==> config.mk <==
export PLATFORM = sky130hd
export DESIGN_NAME = if_fetch_unit
export DESIGN_NICKNAME = d
export VERILOG_FILES = /design/src/rtl/rv_pipe_pkg.sv /design/src/rtl/if_pc_reg.sv /design/src/rtl/if_fetch_unit.sv
export SDC_FILE = /design/constraint.sdc
export NUM_CORES = 1
export LEC_CHECK = 0
export ABC_AREA = 1
export BUFFER_PORTS_ARGS = -buffer_cell sky130_fd_sc_hd__buf_2
export CORE_AREA = 2 2 102 124
export DETAILED_ROUTE_END_ITERATION = 7
export DIE_AREA = 0 0 104 126
export PLACE_DENSITY = 0.62
export RECOVER_POWER = 50
export SYNTH_ARGS = -nofsm -noshare
export SYNTH_HDL_FRONTEND = slang
export SYNTH_SLANG_ARGS = --single-unit
==> constraint.sdc <==
create_clock -name clk -period 3.64 [get_ports clk]
set_clock_uncertainty 0.1 [all_clocks]
set_input_delay 0.364 -clock clk [delete_from_list [all_inputs] [get_ports clk]]
set_output_delay 0.364 -clock clk [all_outputs]
set_load 0.05 [all_outputs]
==> src/rtl/rv_pipe_pkg.sv <==
// Shared types and constants for the 5-stage RISC-V pipeline.
package rv_pipe_pkg;

    localparam int unsigned XLEN = 32;

    localparam logic [XLEN-1:0] PC_INC           = 32'd4;
    localparam logic [XLEN-1:0] RESET_PC_DEFAULT = 32'h0000_0000;

    // Fetch-stage FSM encoding
    typedef logic [1:0] if_state_t;

    localparam if_state_t IF_FETCH = 2'd0;
    localparam if_state_t IF_WAIT  = 2'd1;
    localparam if_state_t IF_HOLD  = 2'd2;
    localparam if_state_t IF_DROP  = 2'd3;

    // Next-PC source select
    typedef enum logic [1:0] {
        PC_SEL_HOLD     = 2'd0,
        PC_SEL_INC      = 2'd1,
        PC_SEL_REDIRECT = 2'd2
    } pc_sel_e;

endpackage

==> src/rtl/if_pc_reg.sv <==
// Program counter register with redirect / increment / hold next-PC mux.
module if_pc_reg
    import rv_pipe_pkg::*;
#(
    parameter logic [XLEN-1:0] RESET_PC = RESET_PC_DEFAULT
) (
    input  logic            clk,
    input  logic            reset_n,
    input  pc_sel_e         sel_i,
    input  logic [XLEN-1:0] target_i,
    output logic [XLEN-1:0] pc_o
);

    logic [XLEN-1:0] pc_d;
    logic [XLEN-1:0] pc_q;

    // Increment wraps naturally modulo 2^32
    always_comb begin
        pc_d = pc_q;
        case (sel_i)
            PC_SEL_INC:      pc_d = pc_q + PC_INC;
            PC_SEL_REDIRECT: pc_d = target_i;
            default:         pc_d = pc_q;
        endcase
    end

    always_ff @(posedge clk or negedge reset_n) begin
        if (!reset_n) begin
            pc_q <= RESET_PC;
        end else begin
            pc_q <= pc_d;
        end
    end

    assign pc_o = pc_q;

endmodule

==> src/rtl/if_fetch_unit.sv <==
// Instruction-fetch stage: PC ownership, single-outstanding imem port, hold register.
// Optional IF_PERF_EN adds FetchCount / SquashCount performance counters.
module if_fetch_unit
    import rv_pipe_pkg::*;
#(
    parameter logic [XLEN-1:0] RESET_PC = RESET_PC_DEFAULT
) (
    input  logic            clk,
    input  logic            reset_n,
    input  logic            StallF,
    input  logic            PCSrcE,
    input  logic [XLEN-1:0] PCTargetE,
    output logic            ImemReq,
    output logic [XLEN-1:0] ImemAddr,
    input  logic            ImemReady,
    input  logic            ImemRValid,
    input  logic [XLEN-1:0] ImemRData,
    output logic [XLEN-1:0] InstrF,
    output logic [XLEN-1:0] PCF,
    output logic [XLEN-1:0] PCPlus4F,
    output logic            FetchValidF
`ifdef IF_PERF_EN
    ,
    output logic [31:0]     FetchCount,
    output logic [31:0]     SquashCount
`endif
);

    if_state_t       state_q;
    if_state_t       state_d;
    logic [XLEN-1:0] instr_q;
    logic            valid_q;
    logic            valid_d;
    logic            capture;
    pc_sel_e         pc_sel;
    logic [XLEN-1:0] pc;

    if_pc_reg #(
        .RESET_PC (RESET_PC)
    ) u_pc_reg (
        .clk      (clk),
        .reset_n  (reset_n),
        .sel_i    (pc_sel),
        .target_i (PCTargetE),
        .pc_o     (pc)
    );

    // Next state; a redirect outranks stall and any same-cycle response
    always_comb begin
        state_d = state_q;
        pc_sel  = PC_SEL_HOLD;
        capture = 1'b0;
        ImemReq = 1'b0;
        case (state_q)
            IF_FETCH: begin
                if (PCSrcE) begin
                    pc_sel = PC_SEL_REDIRECT;
                end else begin
                    ImemReq = 1'b1;
                    if (ImemReady) begin
                        state_d = IF_WAIT;
                    end
                end
            end
            IF_WAIT: begin
                if (PCSrcE) begin
                    pc_sel  = PC_SEL_REDIRECT;
                    state_d = ImemRValid ? IF_FETCH : IF_DROP;
                end else if (ImemRValid) begin
                    capture = 1'b1;
                    state_d = IF_HOLD;
                end
            end
            IF_HOLD: begin
                if (PCSrcE) begin
                    pc_sel  = PC_SEL_REDIRECT;
                    state_d = IF_FETCH;
                end else if (!StallF) begin
                    pc_sel  = PC_SEL_INC;
                    state_d = IF_FETCH;
                end
            end
            IF_DROP: begin
                if (PCSrcE) begin
                    pc_sel = PC_SEL_REDIRECT;
                end
                if (ImemRValid) begin
                    state_d = IF_FETCH;
                end
            end
            default: begin
                state_d = IF_FETCH;
            end
        endcase
        valid_d = (state_d == IF_HOLD);
    end

    always_ff @(posedge clk or negedge reset_n) begin
        if (!reset_n) begin
            state_q <= IF_FETCH;
            valid_q <= 1'b0;
        end else begin
            state_q <= state_d;
            valid_q <= valid_d;
        end
    end

    // Hold register keeps the last captured word even after it is squashed
    always_ff @(posedge clk or negedge reset_n) begin
        if (!reset_n) begin
            instr_q <= '0;
        end else if (capture) begin
            instr_q <= ImemRData;
        end
    end

    assign ImemAddr    = pc;
    assign PCF         = pc;
    assign PCPlus4F    = pc + PC_INC;
    assign InstrF      = instr_q;
    assign FetchValidF = valid_q;

`ifdef IF_PERF_EN
    logic        consume_c;
    logic        squash_c;
    logic [31:0] fetch_cnt_q;
    logic [31:0] squash_cnt_q;

    assign consume_c = (state_q == IF_HOLD) && !PCSrcE && !StallF;
    assign squash_c  = PCSrcE && ((state_q == IF_HOLD) || (state_q == IF_WAIT));

    always_ff @(posedge clk or negedge reset_n) begin
        if (!reset_n) begin
            fetch_cnt_q  <= '0;
            squash_cnt_q <= '0;
        end else begin
            if (consume_c) begin
                fetch_cnt_q <= fetch_cnt_q + 32'd1;
            end
            if (squash_c) begin
                squash_cnt_q <= squash_cnt_q + 32'd1;
            end
        end
    end

    assign FetchCount  = fetch_cnt_q;
    assign SquashCount = squash_cnt_q;
`endif

endmodule

# Word-level counts from Yosys, hierarchy flattened
# Cells that the tools add are included.
dict set report word_totals {
  register_bits 67
  ramBits 0
  mem_count 0
  output_inout_bits 130
  latchBits 0
  mem_bits_ro 0
  in_bits 70
  wordCells 33
}
dict set report classes {
  order_cmp 0
  n_addsub 1
  mul 0
  n_shift 0
  n_div 0
  mux 19
  n_eq_ne 6
  n_bitwise 0
  reduce_logical 3
}
# op count
set ops {}
lappend ops {{$pmux 32 s2} 1}
lappend ops {{$add 32x3->32 const B} 1}
lappend ops {{$mux 2} 10}
lappend ops {{$eq 2x2->1 const B} 4}
lappend ops {{$pmux 2 s4} 1}
lappend ops {{$mux 1} 6}
lappend ops {{$eq 2x1->1 const B} 2}
lappend ops {{$pmux 2 s2} 1}
lappend ops {{$reduce_or 3->1} 1}
lappend ops {{$logic_not 2->1} 1}
lappend ops {{$reduce_bool 2->1} 1}

# Depth between registers and ports, before layout
dict set report depth {
  ltp_word 5
  mapped_depth 10
  depth_no_buf 10
}

# Hierarchy
# Synthesis repeated with hierarchy kept, for this count alone.
dict set report hier_totals {
  cells_unflattened 773
  area_unflattened_um2 5001.0
}
# module n_inst area_per_inst_um2 cells_each
set by_module_without_submodules {}
lappend by_module_without_submodules {if_fetch_unit 1 2583.7 377}
lappend by_module_without_submodules {if_pc_reg 1 2417.3 396}

# Worst setup path after synthesis
# No wires, ideal clock.
dict set report synth_path {
  kind {flip-flop to output port}
  from {register u_pc_reg.pc_q[2], in the netlist u_pc_reg.pc_o[2]}
  to {output port PCPlus4F[9]}
  stages_incl_launch_ff 5
  setup_slack_ps 914
  required_ps 3176
  arrival_ps 2262
  n_path_buf 0
  cell_sequence {dfrtp_1 -> inv_1 -> nor2_4 -> nand2_4 -> xor2_1}
}
dict set report synth_between {
  elab_chain_len 1
}
# element line
set synth_lines {}
lappend synth_lines {{from (decl)} if_pc_reg.sv:15} ;# logic [XLEN-1:0] pc_q;
lappend synth_lines {{from (signal assigned)} if_pc_reg.sv:31} ;# pc_q <= pc_d;
lappend synth_lines {{$add 32x3->32} if_fetch_unit.sv:119} ;# assign PCPlus4F = pc + PC_INC;
lappend synth_lines {{to (decl)} if_fetch_unit.sv:20} ;# output logic [XLEN-1:0] PCPlus4F,
# Every way passes these cells.

# Worst setup path in the final report
dict set report layout_path {
  from {register u_pc_reg.pc_q[3], in the netlist u_pc_reg.pc_o[3]}
  to {output port PCPlus4F[24]}
}
# The elaborated chain is that of the path after synthesis.

==> impl_metrics.json <==
{
  "critPathCaptureType": "output port",
  "sw_frac_of_total": 0.565,
  "synthCells": 524,
  "violations": "capacitance limit, slew limit",
  "netlist.area_leader.share": 0.412,
  "synth_area_leaders": "dfrtp_1, nand2_1, mux2_2, nor2_1, buf_4",
  "ctsResizeCount": 0,
  "busiest_layer": "met2",
  "hp-class": "in2reg",
  "crit_chain": "ha_1, nand2_1, nor2_2, nand2_1, nor2_2, nand3_1, nand2_1, buf_2",
  "slowest_stage": "dfrtp_1",
  "status": "finished with violations",
  "worstReg2RegEnd": "u_pc_reg.pc_o[9]$_DFFE_PN0P_",
  "worst_path_most_repeated_cell": "nand2_1",
  "required_ps": 3180,
  "r2r_slack_ps": 1170,
  "wl_mm": 11.9,
  "worst-r2r-cell-count": 6,
  "fin_cells": 854,
  "ios": 200,
  "fp.dieW_um": 104,
  "port_buffers": 199,
  "fillerInstances": 1271,
  "fin_crit_ps": 2520,
  "gr-total-overflow": 0,
  "grt_pass1_vias": 4007,
  "syn_to_final_growth_pct": 27.5,
  "grt_max_degree": 68,
  "slew_headroom": -0.187,
  "setup_tns_ps": 0,
  "synth_edf_count": 0,
  "critical_path_peak_fanout": 5,
  "cts_setup_buffers": 0,
  "holdPathStages": 3,
  "setup_slack_ps": 1120,
  "h-tree-depth": 3,
  "pre_cts_slack_ps": 939,
  "cellPowerDensity_nw_per_um2": 916,
  "met1_usage": 0.218,
  "final_cell_mix": "nand2_1, buf_2, nor2_1",
  "ys_async_sr_fraction": 1.00,
  "drc": 0,
  "rsz0062_at_grt": "no",
  "ys.flop_type": "dfrtp_1",
  "avgViaCountPerCell": 4.58,
  "net-switching-power_w": 0.00269,
  "grt_usage": 0.186,
  "core-area_sq_um": 11900,
  "slowest_delay_ps": 420,
  "clkLatencyLatePin_ps": 330,
  "internal_power_w": 0.00207,
  "first_iter_violations": 151,
  "combPwrFrac": 0.550,
  "avgSynthCellArea_sq_um": 7.77,
  "antenna_found_initial": 1,
  "cts.path.max_buffers": 2,
  "reg2reg_from": "state_q[0]$_DFF_PN0_",
  "report.final.slew_viol_count": 68,
  "synth_cell_types": 28,
  "clkSinkCount": 67,
  "crit_type": "reg2out",
  "post-route-util": 0.436,
  "numCtsBuffers": 9,
  "initial_core_util": 0.342,
  "clkTransAtPathRegs_ps": 60,
  "hpwlAfterDp_mm": 8.96,
  "die_area_sq_um": 13100,
  "postCtsHoldBufs": 0,
  "synth_seq_cells": 67,
  "irDropWorstVdd_uv": 530,
  "routabilityCongestion": 0.827,
  "arrival_ps": 2050,
  "final_nets": 759,
  "fin_crit_sh": 0.691,
  "layout_commonest_cell": "nand2_1",
  "grt_use_met2": 0.331,
  "hold_start": "ImemReady",
  "finalSetupViolations": 0,
  "rows": 44,
  "start_kind": "flop",
  "hold_viol": 0,
  "synth_top_area_cell": "dfrtp_1",
  "tightest_slew_ps": 1780,
  "ant_nets": 0,
  "hold_end": "state_q[0]$_DFF_PN0_",
  "syn_nets": 596,
  "drive_above_1_share": 0.305,
  "die_h_um": 126,
  "vias": 3914,
  "syn-cell-area_sq_um": 4070,
  "cts-root-buf": "clkbuf_16",
  "ys_warn_count": 0,
  "clock.fmax_mhz": 398,
  "cts_tree": "yes",
  "dp.cells": 837,
  "maxCapViolCount": 1,
  "worstSetupStartpoint": "u_pc_reg.pc_o[3]$_DFFE_PN0P_",
  "first_pass_iters": 4,
  "worst_hold_slack_ps": 161,
  "grt_first_pass_wirelength_mm": 19.4,
  "clkPwrFrac": 0.187,
  "seq_area_frac_synth": 0.412,
  "p_seq_frac": 0.263,
  "p_leak_nw": 2.67,
  "gr-usage-met3": 0.0590,
  "wl_per_cell_um": 13.9
}
[synthesized netlist by cell type, types with 3 or more instances]
cell type	count
nor2_1	74
xor2_1	5
dfrtp_1	67
buf_4	35
mux2_2	32
o22ai_1	5
nand3_1	27
nor2_2	3
inv_1	42
a21oi_1	20
nor2_4	6
clkbuf_1	7
nand2_2	5
buf_1	3
o21ai_0	18
nand2_1	152
buf_2	4
a21oi_2	4
[layout make-up]
| cell class | instances | area (sq um) | area share |
|---|---|---|---|
| multi-input cells | 365 | 1910 | 0.369 |
| flip-flops and latches | 67 | 1680 | 0.323 |
| repair buffers | 201 | 933 | 0.180 |
| clock buffers | 9 | 225 | 0.0434 |
| well taps | 161 | 201 | 0.0388 |
| inverters | 43 | 161 | 0.0311 |
| clock inverters | 7 | 76.3 | 0.0147 |
| diodes | 1 | 2.50 | 0.000482 |
[state kept, by name, indices dropped and copies added, names as in the netlist]
| name | cells |
|---|---|
| FetchValidF | 1 |
| InstrF | 32 |
| state_q | 2 |
| u_pc_reg.pc_o | 32 |
[metrics by stage]
step	power (W)	area [sq um]
3_3_place_gp	0.00393	4970
4_1_cts	0.00487	5270
5_1_grt	0.00500	5190
6_report	0.00476	5190
3_5_place_dp	0.00396	4970
2_1_floorplan	0.00343	4070
[logic make-up (layout without fill, tap and decap cells)]
logic type	Yosys count	after routing	share of synthesized area
other	0	1	0
AND/OR/NAND/NOR	277	277	0.295
buffers and inverters	92	260	0.118
AO/OA/AOI/OAI	47	47	0.0630
adder cells (fa/ha/maj)	2	2	0.00615
multiplexers	32	32	0.0885
XOR/XNOR	7	7	0.0169
flip-flops	67	67	0.412
[power by group through the flow]
stage                     registers, W  logic [W]  clock network (W)
after floorplan                0.00214    0.00128                  0
after global placement         0.00124    0.00269                  0
after detailed placement       0.00125    0.00271                  0
after CTS                      0.00125    0.00271           0.000911
after global routing           0.00130    0.00276           0.000947
final                          0.00125    0.00262           0.000888
[how the worst max path moves through the flow]
stage,endpoint,depth (start not counted)
after CTS,PCPlus4F[24],8
after floorplan,PCPlus4F[9],4
final,PCPlus4F[24],8
after global placement,u_pc_reg.pc_o[5]$_DFFE_PN0P_,7
after detailed placement,u_pc_reg.pc_o[9]$_DFFE_PN0P_,7
after global routing,u_pc_reg.pc_o[5]$_DFFE_PN0P_,6
[routing by layer]
layer | share of wire | vias to the layer above
li1 | - | 1943
met4 | 0.0087 | 0
met5 | 0 | -
met3 | 0.078 | 6
met2 | 0.50 | 142
met1 | 0.42 | 1823
[worst max-delay path, delay by kind of cell (launching register included)]
kind,cells,cell delay [ps]
and+or+nand+nor,6,800
buffers and inverters,1,260
DFF,1,420
adders and majority gates,1,240
Note: power is estimated with default switching activity, not from simulation.
